[src/rtl/div_pkg.sv]
// Shared definitions for the iterative divider: state encoding, widths and
// the quotient value returned on a divide by zero.
package div_pkg;

  localparam int DIV_W     = 32;
  localparam int DIV_CNT_W = 6;

  localparam logic [DIV_W-1:0] DIV_ZERO_Q = 32'hFFFF_FFFF;

  typedef enum logic [1:0] {
    ST_IDLE = 2'd0,
    ST_ITER = 2'd1,
    ST_FIX  = 2'd2
  } div_state_e;

endpackage

[src/rtl/clz.sv]
// Combinational leading-zero counter. An all-zero input returns W.
module clz #(
  parameter int W  = 32,
  parameter int CW = $clog2(W) + 1
) (
  input  logic [W-1:0]  data_i,
  output logic [CW-1:0] count_o
);

  // Highest set bit wins because later loop iterations overwrite earlier ones.
  always_comb begin
    // NOTE: count_o gets a default before the loop so no latch is inferred.
    count_o = CW'(W);
    for (int i = 0; i < W; i++) begin
      if (data_i[i]) count_o = CW'(W - 1 - i);
    end
  end

endmodule

[src/rtl/div_iter.sv]
// Multi-cycle radix-2 restoring divider for DIV/DIVU (quotient -> LO,
// remainder -> HI). Operands are converted to magnitudes on acceptance, one
// quotient bit is produced per ITER cycle, and signs are restored in FIX.
// Optional feature macro: DIV_ITER_EARLY_TERM_EN -- when defined, a clz unit
// pre-shifts the dividend past its leading zeros so only significant bits are
// iterated; otherwise every divide iterates 32 times. Results are identical.
module div_iter
  import div_pkg::*;
#(
  parameter int WIDTH = 32
) (
  input  logic             clk,
  input  logic             reset,
  input  logic             start,
  input  logic             is_signed,
  input  logic [WIDTH-1:0] dividend,
  input  logic [WIDTH-1:0] divisor,
  output logic             busy,
  output logic             done,
  output logic [WIDTH-1:0] q,
  output logic [WIDTH-1:0] r,
  output logic             div_by_zero
);

  div_state_e           state_q;
  logic [DIV_CNT_W-1:0] cnt_q;
  logic [DIV_W-1:0]     rem_q, dvd_q, dvs_q, raw_q;
  logic                 q_neg_q, r_neg_q, dbz_pend_q;
  logic [DIV_W-1:0]     q_q, r_q;
  logic                 busy_q, done_q, dbz_q;

  // Acceptance-side operand conditioning.
  logic                 dvd_neg, dvs_neg, dvs_zero;
  logic [DIV_W-1:0]     dvd_abs, dvs_abs, dvd_norm;
  logic [DIV_CNT_W-1:0] lz, cnt_init;

  assign dvd_neg  = is_signed & dividend[DIV_W-1];
  assign dvs_neg  = is_signed & divisor[DIV_W-1];
  assign dvs_zero = (divisor == '0);
  // 0x80000000 maps onto itself, which is the correct unsigned magnitude.
  assign dvd_abs  = dvd_neg ? -dividend : dividend;
  assign dvs_abs  = dvs_neg ? -divisor  : divisor;

`ifdef DIV_ITER_EARLY_TERM_EN
  clz #(.W(DIV_W), .CW(DIV_CNT_W)) u_clz (
    .data_i  (dvd_abs),
    .count_o (lz)
  );
`else
  assign lz = '0;
`endif

  // A zero dividend gives lz = 32: the shift clears dvd and N becomes 0.
  assign dvd_norm = dvd_abs << lz;
  assign cnt_init = DIV_CNT_W'(DIV_W) - lz;

  // One restoring step: 33-bit trial subtraction of the shifted remainder.
  logic [DIV_W:0]   rem_sh, trial;
  logic             q_bit;
  logic [DIV_W-1:0] rem_d, dvd_d;

  assign rem_sh = {rem_q, dvd_q[DIV_W-1]};
  assign trial  = rem_sh - {1'b0, dvs_q};
  assign q_bit  = ~trial[DIV_W];
  assign rem_d  = q_bit ? trial[DIV_W-1:0] : rem_sh[DIV_W-1:0];
  assign dvd_d  = {dvd_q[DIV_W-2:0], q_bit};

  // Sign restoration; divide by zero returns all-ones and the raw dividend.
  logic [DIV_W-1:0] q_d, r_d;

  assign q_d = dbz_pend_q ? DIV_ZERO_Q : (q_neg_q ? -dvd_q : dvd_q);
  assign r_d = dbz_pend_q ? raw_q      : (r_neg_q ? -rem_q : rem_q);

  // Control FSM and datapath registers with synchronous reset.
  always_ff @(posedge clk) begin
    // NOTE: non-blocking assignments so every register sees pre-edge values.
    if (reset) begin
      state_q    <= ST_IDLE;
      cnt_q      <= '0;
      rem_q      <= '0;
      dvd_q      <= '0;
      dvs_q      <= '0;
      raw_q      <= '0;
      q_neg_q    <= 1'b0;
      r_neg_q    <= 1'b0;
      dbz_pend_q <= 1'b0;
      q_q        <= '0;
      r_q        <= '0;
      busy_q     <= 1'b0;
      done_q     <= 1'b0;
      dbz_q      <= 1'b0;
    end else begin
      done_q <= 1'b0;
      case (state_q)
        ST_IDLE: begin
          if (start) begin
            rem_q      <= '0;
            dvd_q      <= dvd_norm;
            dvs_q      <= dvs_abs;
            raw_q      <= dividend;
            q_neg_q    <= dvd_neg ^ dvs_neg;
            r_neg_q    <= dvd_neg;
            dbz_pend_q <= dvs_zero;
            cnt_q      <= dvs_zero ? '0 : cnt_init;
            busy_q     <= 1'b1;
            state_q    <= (dvs_zero || cnt_init == '0) ? ST_FIX : ST_ITER;
          end
        end
        ST_ITER: begin
          rem_q <= rem_d;
          dvd_q <= dvd_d;
          cnt_q <= cnt_q - 1'b1;
          if (cnt_q == DIV_CNT_W'(1)) state_q <= ST_FIX;
        end
        ST_FIX: begin
          q_q     <= q_d;
          r_q     <= r_d;
          dbz_q   <= dbz_pend_q;
          done_q  <= 1'b1;
          busy_q  <= 1'b0;
          state_q <= ST_IDLE;
        end
        default: state_q <= ST_IDLE;
      endcase
    end
  end

  assign busy        = busy_q;
  assign done        = done_q;
  assign q           = q_q;
  assign r           = r_q;
  assign div_by_zero = dbz_q;

endmodule
[config.mk]
export PLATFORM = sky130hd
export DESIGN_NAME = div_iter
export DESIGN_NICKNAME = d
export VERILOG_FILES = /design/src/rtl/div_pkg.sv /design/src/rtl/clz.sv /design/src/rtl/div_iter.sv
export SDC_FILE = /design/constraint.sdc
export NUM_CORES = 1
export LEC_CHECK = 0
export CAP_MARGIN = 20
export CORE_ASPECT_RATIO = 1.5
export CORE_UTILIZATION = 37
export CTS_CLUSTER_SIZE = 28
export DETAILED_ROUTE_END_ITERATION = 10
export PLACE_DENSITY_LB_ADDON = 0.25
export SYNTH_ARGS = -nofsm -noshare
export SYNTH_HDL_FRONTEND = slang
export SYNTH_SLANG_ARGS = --single-unit
[constraint.sdc]
create_clock -name clk -period 5.2 [get_ports clk]
set_input_delay 1.04 -clock clk [delete_from_list [all_inputs] [get_ports clk]]
set_output_delay 1.04 -clock clk [all_outputs]
set_load 0.02 [all_outputs]
# Yosys cells after proc, flatten, opt, wreduce, memory -nomap -nowiden
# Cells that the tools add are included.
# word_totals
inputBits,68
out_inout_bits,67
reg_bits,206
elab_cells,58
# op_classes
bitwise_logic,4
addsub,6
n_mux,21
eq_ne,5
reduce_logical,8
# op_table
operator,count
$mux 32,9
$neg 32->32,4
$pmux 32 s2,2
$sub 33x32->33,1
$logic_not 32->1,1
$mux 6,2
$pmux 6 s2,1
$reduce_and 2->1,4
$eq 6x1->1 const B,1
$mux 2,3
$sub 6x1->6 const B,1
$ne 2x2->1 const B,2
$pmux 2 s2,1
$reduce_bool 2->1,2
$and 1x1->1,2
$eq 2x1->1 const B,1
$eq 2x2->1 const B,1
$logic_not 2->1,1
$mux 1,2
$pmux 1 s2,1
$not 1->1,1
$xor 1x1->1,1

# Depth between registers and ports, before layout
# Gate-level depths: netlist of the first run.
# logic_depth
depth_word,4
depth_mapped,14
ltp_nobuf,12

# Least setup slack after synthesis of the first run
# Ideal clock, no wire load.
# synth_path
path_type,input -> register
start,in divisor[2]
end,reg dvs_q[29]
setup_time_ns,0.086
arrival_ns,3.353
setup_slack_ns,1.762
n_path_buf,0
t_required_ns,5.114
path_stages,9
cell_sequence,or3_1 > or4_1 > or3_1 > or2_1 > nor3_4 > nand2_1 > o41ai_2 > xor2_1 > a211oi_1
# synth_via
elab_chain_len,2
# synth_lines
element,line_no,source
"start, declared",div_iter.sv:17,"input logic [WIDTH-1:0] divisor,"
$neg 32->32,div_iter.sv:42,assign dvs_abs = dvs_neg ? -divisor : divisor;
$mux 32,div_iter.sv:42,
"end signal, assigned",div_iter.sv:99,dvs_q <= dvs_abs;
"end, declared",div_iter.sv:27,"logic [DIV_W-1:0] rem_q, dvd_q, dvs_q, raw_q;"
# Every way passes these cells.
# A chain may end at the register's enable or synchronous reset.

# Final worst setup path of the first run
# layout_path
start,in divisor[2]
end,reg state_q[1]
# layout_via
elab_chain_len,4
# layout_lines
element,line_no,source
$logic_not 32->1,div_iter.sv:39,assign dvs_zero = (divisor == '0);
$mux 2,div_iter.sv:106,state_q <= (dvs_zero || cnt_init == '0) ? ST_FIX : ST_ITER;
$mux 2,div_iter.sv:96,if (start) begin
$pmux 2 s2,div_iter.sv:94,case (state_q)
"end signal, assigned",div_iter.sv:106,
"end, declared",div_iter.sv:25,div_state_e state_q;
# Every way passes these cells. The select of a mux whose other input is x is not followed.

==> results_dict.tcl, run 1 <==
set metrics [dict create \
    post-cts-setup-buffers 0 \
    syn_to_final_growth_pct 19.7 \
    tightest_slew_ps 991 \
    drive_above_1_share_pct 4.99 \
    ctsHtreeMaxLevel 1 \
    cp.required_ps 5640 \
    cts_sinks 206 \
    synth_area_leaders "dfxtp_1, nand2_1, a21oi_1, xnor2_1, o21ai_0" \
    ys_types 61 \
    cts_tree "yes" \
    grt_util_all_layers_pct 20.6 \
    ys.warnings.count 0 \
    cp.arrival_ps 4440 \
    grt_max_degree 89 \
    slew_headroom_pct 33.9 \
    via_per_inst 5.35 \
    rows 80 \
    hold_depth 2 \
    fin_area_sq_um 14500 \
    synth.largest_area_cell "dfxtp_1" \
    ioPinCount 135 \
    syn-num-nets 1702 \
    path_class "primary input to register" \
    place_ws_ps 741 \
    cts.path.max_buffers 3 \
    initial_utilization_pct 37.9 \
    vias 11200 \
    ctsHoldBuffers 0 \
    synth_area_sq_um 12100 \
    drtPass1Iterations 7 \
    ys_seq_area_share_pct 34.0 \
    p_total_uw 4350 \
    routedWlPerCell_um 16.5 \
    grt_pass1_vias 10500 \
    final_core_util_pct 45.3 \
    min_path_type "register to register" \
    final_cell_mix "nand2_1, dfxtp_1, a21oi_1" \
    rsz0062_at_grt "no" \
    fin_tns_setup_ps 0 \
    insertion_delay_ps 520 \
    final_common_cell "nand2_1" \
    grt_pass1_wl_mm 55.3 \
    antenna_found_initial 1 \
    core-area_sq_um 32000 \
    maxSlewViolCount 0 \
    setup_ws_ps 1200 \
    clock_skew_ps 9.27 \
    drv_cap 0 \
    rr_worst_depth 13 \
    hold_violations 0 \
    synth_edf_count 0 \
    cp_max_fo 6 \
    gp_congestion 0.899 \
    setup_viol_count_final 0 \
    wl_mm 34.6 \
    detailed_place_hpwl_mm 26.4 \
    fmax_mhz 250 \
    numCtsBuffers 22 \
    p_per_area_nw_per_um2 300 \
    clkTransAtPathRegs_ps 60 \
    die_w_um 150 \
    critPathCaptureType "register" \
    cp-start-kind "primary input" \
    syn_avg_cell_area_sq_um 7.60 \
    n_fill_cell 3268 \
    ir_drop_mv 0.202 \
    synth_top_area_share_pct 34.0 \
    die_y_um 224 \
    die_area_sq_um 33500 \
    globalRouteOverflowTotal 0 \
    antenna_left 0 \
    antenna_cells 0 \
    period_needed_ps 4000 \
    status "finished clean" \
    io_buffers 134 \
    synthFlopType "dfxtp_1" \
    leakage_uw 0.00550 \
    clockRootBuffer "clkbuf_16" \
    placed_cell_area_sq_um 13700 \
    drt_iter0_markers 525 \
    drc 0 \
    syn_inst 1595 \
    fin_crit_sh_pct 76.9 \
    fin_nets 1774 \
    ys_seq_elements 206 \
    async_flop_share_pct 0 \
    cts_resized 0 \
]
synth_stat cells (all sizes together) (19+ instances only):
cell type / instances
dfxtp: 206
or4: 20
a21oi: 164
a22oi: 28
or3: 21
mux2i: 31
o31ai: 32
nor2: 113
o21ai: 113
clkbuf: 85
xnor2: 78
ha: 38
nand2: 285
inv: 53
o22ai: 19
nor3: 43
a211oi: 26
xor2: 61
worst max-delay path, stage by stage:
cell,delay [ps]
clkdlybuf4s50_1,460
or3_1,440
nor3b_1,460
nor4b_4,420
nor3b_1,470
nand2_1,190
nor4_1,560
nand2_1,150
a211oi_1,250
registers in the layout (all words and copies together) (netlist names):
signal,cells
busy,1
cnt_q,6
dbz_pend_q,1
div_by_zero,1
done,1
dvd_q,32
dvs_q,32
q,32
q_neg_q,1
r,32
r_neg_q,1
raw_q,32
rem_q,32
state_q,2
report_power, final:
part / switching [uW] / internal [uW]
clock: 665 / 1040
sequential: 82.5 / 1680
combinational: 525 / 366
total: 1270 / 3080
cell type report:
cell class              instances  area (sq um)  area share [%]
flip-flops and latches        206          4130            28.4
multi-input cells            1233          7430            51.2
clock inverters                11           163            1.12
clock buffers                  29           618            4.26
repair buffers                151          1470            10.1
well taps                     410           513            3.53
inverters                      53           199            1.37
logic make-up (layout without fill, tap and decap cells):
group           count (synthesis)  in the layout  share of synthesized area [%]
compound gates                452            452                           22.6
xor+xnor                      139            139                           10.0
fa+ha+maj                      39             39                           4.09
buf+inv                       156            244                           4.89
flops                         206            206                           34.0
mux                            34             34                           2.84
simple gates                  569            569                           21.5
path summary, 6_finish.rpt:
path	slack, ps	startpoint	endpoint
worst max register to register	1490	dvd_q[31]	rem_q[1]
worst min register to register	450	r[16]	r[16]
worst min-delay path	450	r[16]	r[16]
worst max-delay path	1200	divisor[2]	state_q[1]
metal layers:
layer	GRT usage [%]	up-vias	wire, um
met2	39.0	213	18100
met5	0	-	0
met1	23.5	5175	14400
li1	-	5747	-
met4	7.23	0	962
met3	2.00	59	1130
through the flow:
step	cells	hold WS, ps
finish	2093	453
global route	2093	474
CTS	2093	457
detailed placement	2053	447
global placement	2053	440
floorplan	1595	431
(Power assumes the default switching activity.)
==> inputs of run 2 (changes only) <==
Clock period 5.2 ns to 3.4 ns, I/O delays scaled along.
==> run 2 against run 1 <==
Count of clock-buffer cells in the layout grew 1. Utilization rose by 1.9 points. Largest cell class unchanged. Non-clock buffer count up 75. First-iteration DRC count up 3.8%.
==> results_dict.tcl, run 2 (synthesis results as in run 1) <==
set metrics [dict create \
    detailed_place_hpwl_mm 27.4 \
    final_cell_mix "nand2_1, dfxtp_1, a21oi_1" \
    min_path_type "register to register" \
    clock_skew_ps 12.8 \
    syn_to_final_growth_pct 24.6 \
    grt_pass1_vias 11300 \
    cp.arrival_ps 3600 \
    leakage_uw 0.00587 \
    slew_headroom_pct 34.1 \
    maxSlewViolCount 0 \
    rows 80 \
    cp_max_fo 7 \
    die_w_um 150 \
    setup_viol_count_final 0 \
    final_common_cell "nand2_1" \
    initial_utilization_pct 37.9 \
    die_y_um 224 \
    critPathCaptureType "register" \
    gp_congestion 0.904 \
    clkTransAtPathRegs_ps 70 \
    cts.path.max_buffers 3 \
    ioPinCount 135 \
    tightest_slew_ps 987 \
    numCtsBuffers 22 \
    whs_ps 456 \
    grt_util_all_layers_pct 21.6 \
    vias 11600 \
    period_needed_ps 3210 \
    antenna_found_initial 2 \
    cp-start-kind "register" \
    die_area_sq_um 33500 \
    cts_sinks 206 \
    cts_tree "yes" \
    rr_worst_depth 15 \
    hold_depth 2 \
    p_per_area_nw_per_um2 435 \
    via_per_inst 5.35 \
    crit_family "compound AO/OA/AOI/OAI gates" \
    max_stage_delay_ps 410 \
    globalRouteOverflowTotal 0 \
    io_buffers 134 \
    p_total_uw 6570 \
    drtPass1Iterations 6 \
    antenna_left 0 \
    routedWlPerCell_um 16.7 \
    insertion_delay_ps 520 \
    drc 0 \
    fin_nets 1849 \
    core-area_sq_um 32000 \
    wl_mm 36.1 \
    path_cells "inv_2 > ha_1 > fa_1 > nand2b_1 > a21oi_2 > o21ai_2 > nand3_2 > a31oi_2 > o21a_1 > o211ai_1 > clkbuf_16 > buf_6 > buf_4 > mux2i_1 > o21ai_0" \
    n_fill_cell 3245 \
    status "finished clean" \
    path_buf_inv 4 \
    drive_above_1_share_pct 9.24 \
    ir_drop_mv 0.224 \
    ctsHtreeMaxLevel 1 \
    rsz0062_at_grt "no" \
    crit_slowest_cell "fa_1" \
    final_core_util_pct 47.2 \
    fin_crit_sh_pct 94.6 \
    cp.required_ps 3780 \
    grt_pass1_wl_mm 57.9 \
    clockRootBuffer "clkbuf_16" \
    drv_cap 0 \
    drt_iter0_markers 545 \
    cp.depth 15 \
    fmax_mhz 311 \
    ctsHoldBuffers 0 \
    hold_violations 0 \
    grt_max_degree 104 \
    path_class "register to register" \
]
-- run 2: cell type report --
type | count | area, sq um | share of cell area, %
diodes | 2 | 5.00 | 0.0331
flip-flops and latches | 206 | 4130 | 27.3
multi-input cells | 1233 | 7460 | 49.4
repair buffers | 226 | 2100 | 13.9
well taps | 410 | 513 | 3.39
clock inverters | 6 | 82.6 | 0.546
clock buffers | 30 | 622 | 4.12
inverters | 53 | 199 | 1.32
-- run 2: routing by layer --
metal  vias up  GRT usage, %  part of all wire (%)
met4         0          10.6                   4.5
met3        87          2.04                   3.2
li1       5903             -                     -
met1      5363          24.3                    41
met5         -             0                     0
met2       245          39.8                    51
-- run 2: worst reg2reg max path, stage by stage (launching register included) --
cell and delay [ps]:
dfxtp_2 340, inv_2 70, ha_1 230, fa_1 410, nand2b_1 200, a21oi_2 220
o21ai_2 110, nand3_2 120, a31oi_2 120, o21a_1 230, o211ai_1 290, clkbuf_16 200
buf_6 150, buf_4 130, mux2i_1 170, o21ai_0 80
-- run 2: worst paths after layout --
path                                   from     endpoint  slack, ps
worst min register to register  div_by_zero  div_by_zero        460
worst max register to register    dvd_q[31]    rem_q[12]        190
worst min-delay path            div_by_zero  div_by_zero        460
worst max-delay path              dvd_q[31]    rem_q[12]        190
-- run 2: power breakdown --
group | switching (uW) | internal [uW] | leakage [uW]
Sequential | 129 | 2560 | 0.00168
Combinational | 839 | 620 | 0.00384
Clock | 993 | 1420 | 0.000344
Total | 1960 | 4610 | 0.00587
-- run 2: metrics by stage --
| stage | cells | setup slack [ps] | cell area [sq um] | TNS, ps |
|---|---|---|---|---|
| after floorplan | 1595 | 322 | 12100 | 0 |
| final | 2166 | 185 | 15100 | 0 |
| after global placement | 2122 | -186 | 14300 | -1540 |
| after global routing | 2166 | 11.7 | 15100 | 0 |
| after CTS | 2158 | 33.4 | 15000 | 0 |
| after detailed placement | 2122 | -254 | 14300 | -2420 |
-- run 2: timing repair --
action / in CTS / in global routing
pin swaps: 2 / 2
resized for setup: 1 / 10
setup endpoints to repair: 18 / 31
cloned: 0 / 0
endpoints found under the hold margin: 0 / 0
buffers inserted: 0 / 6
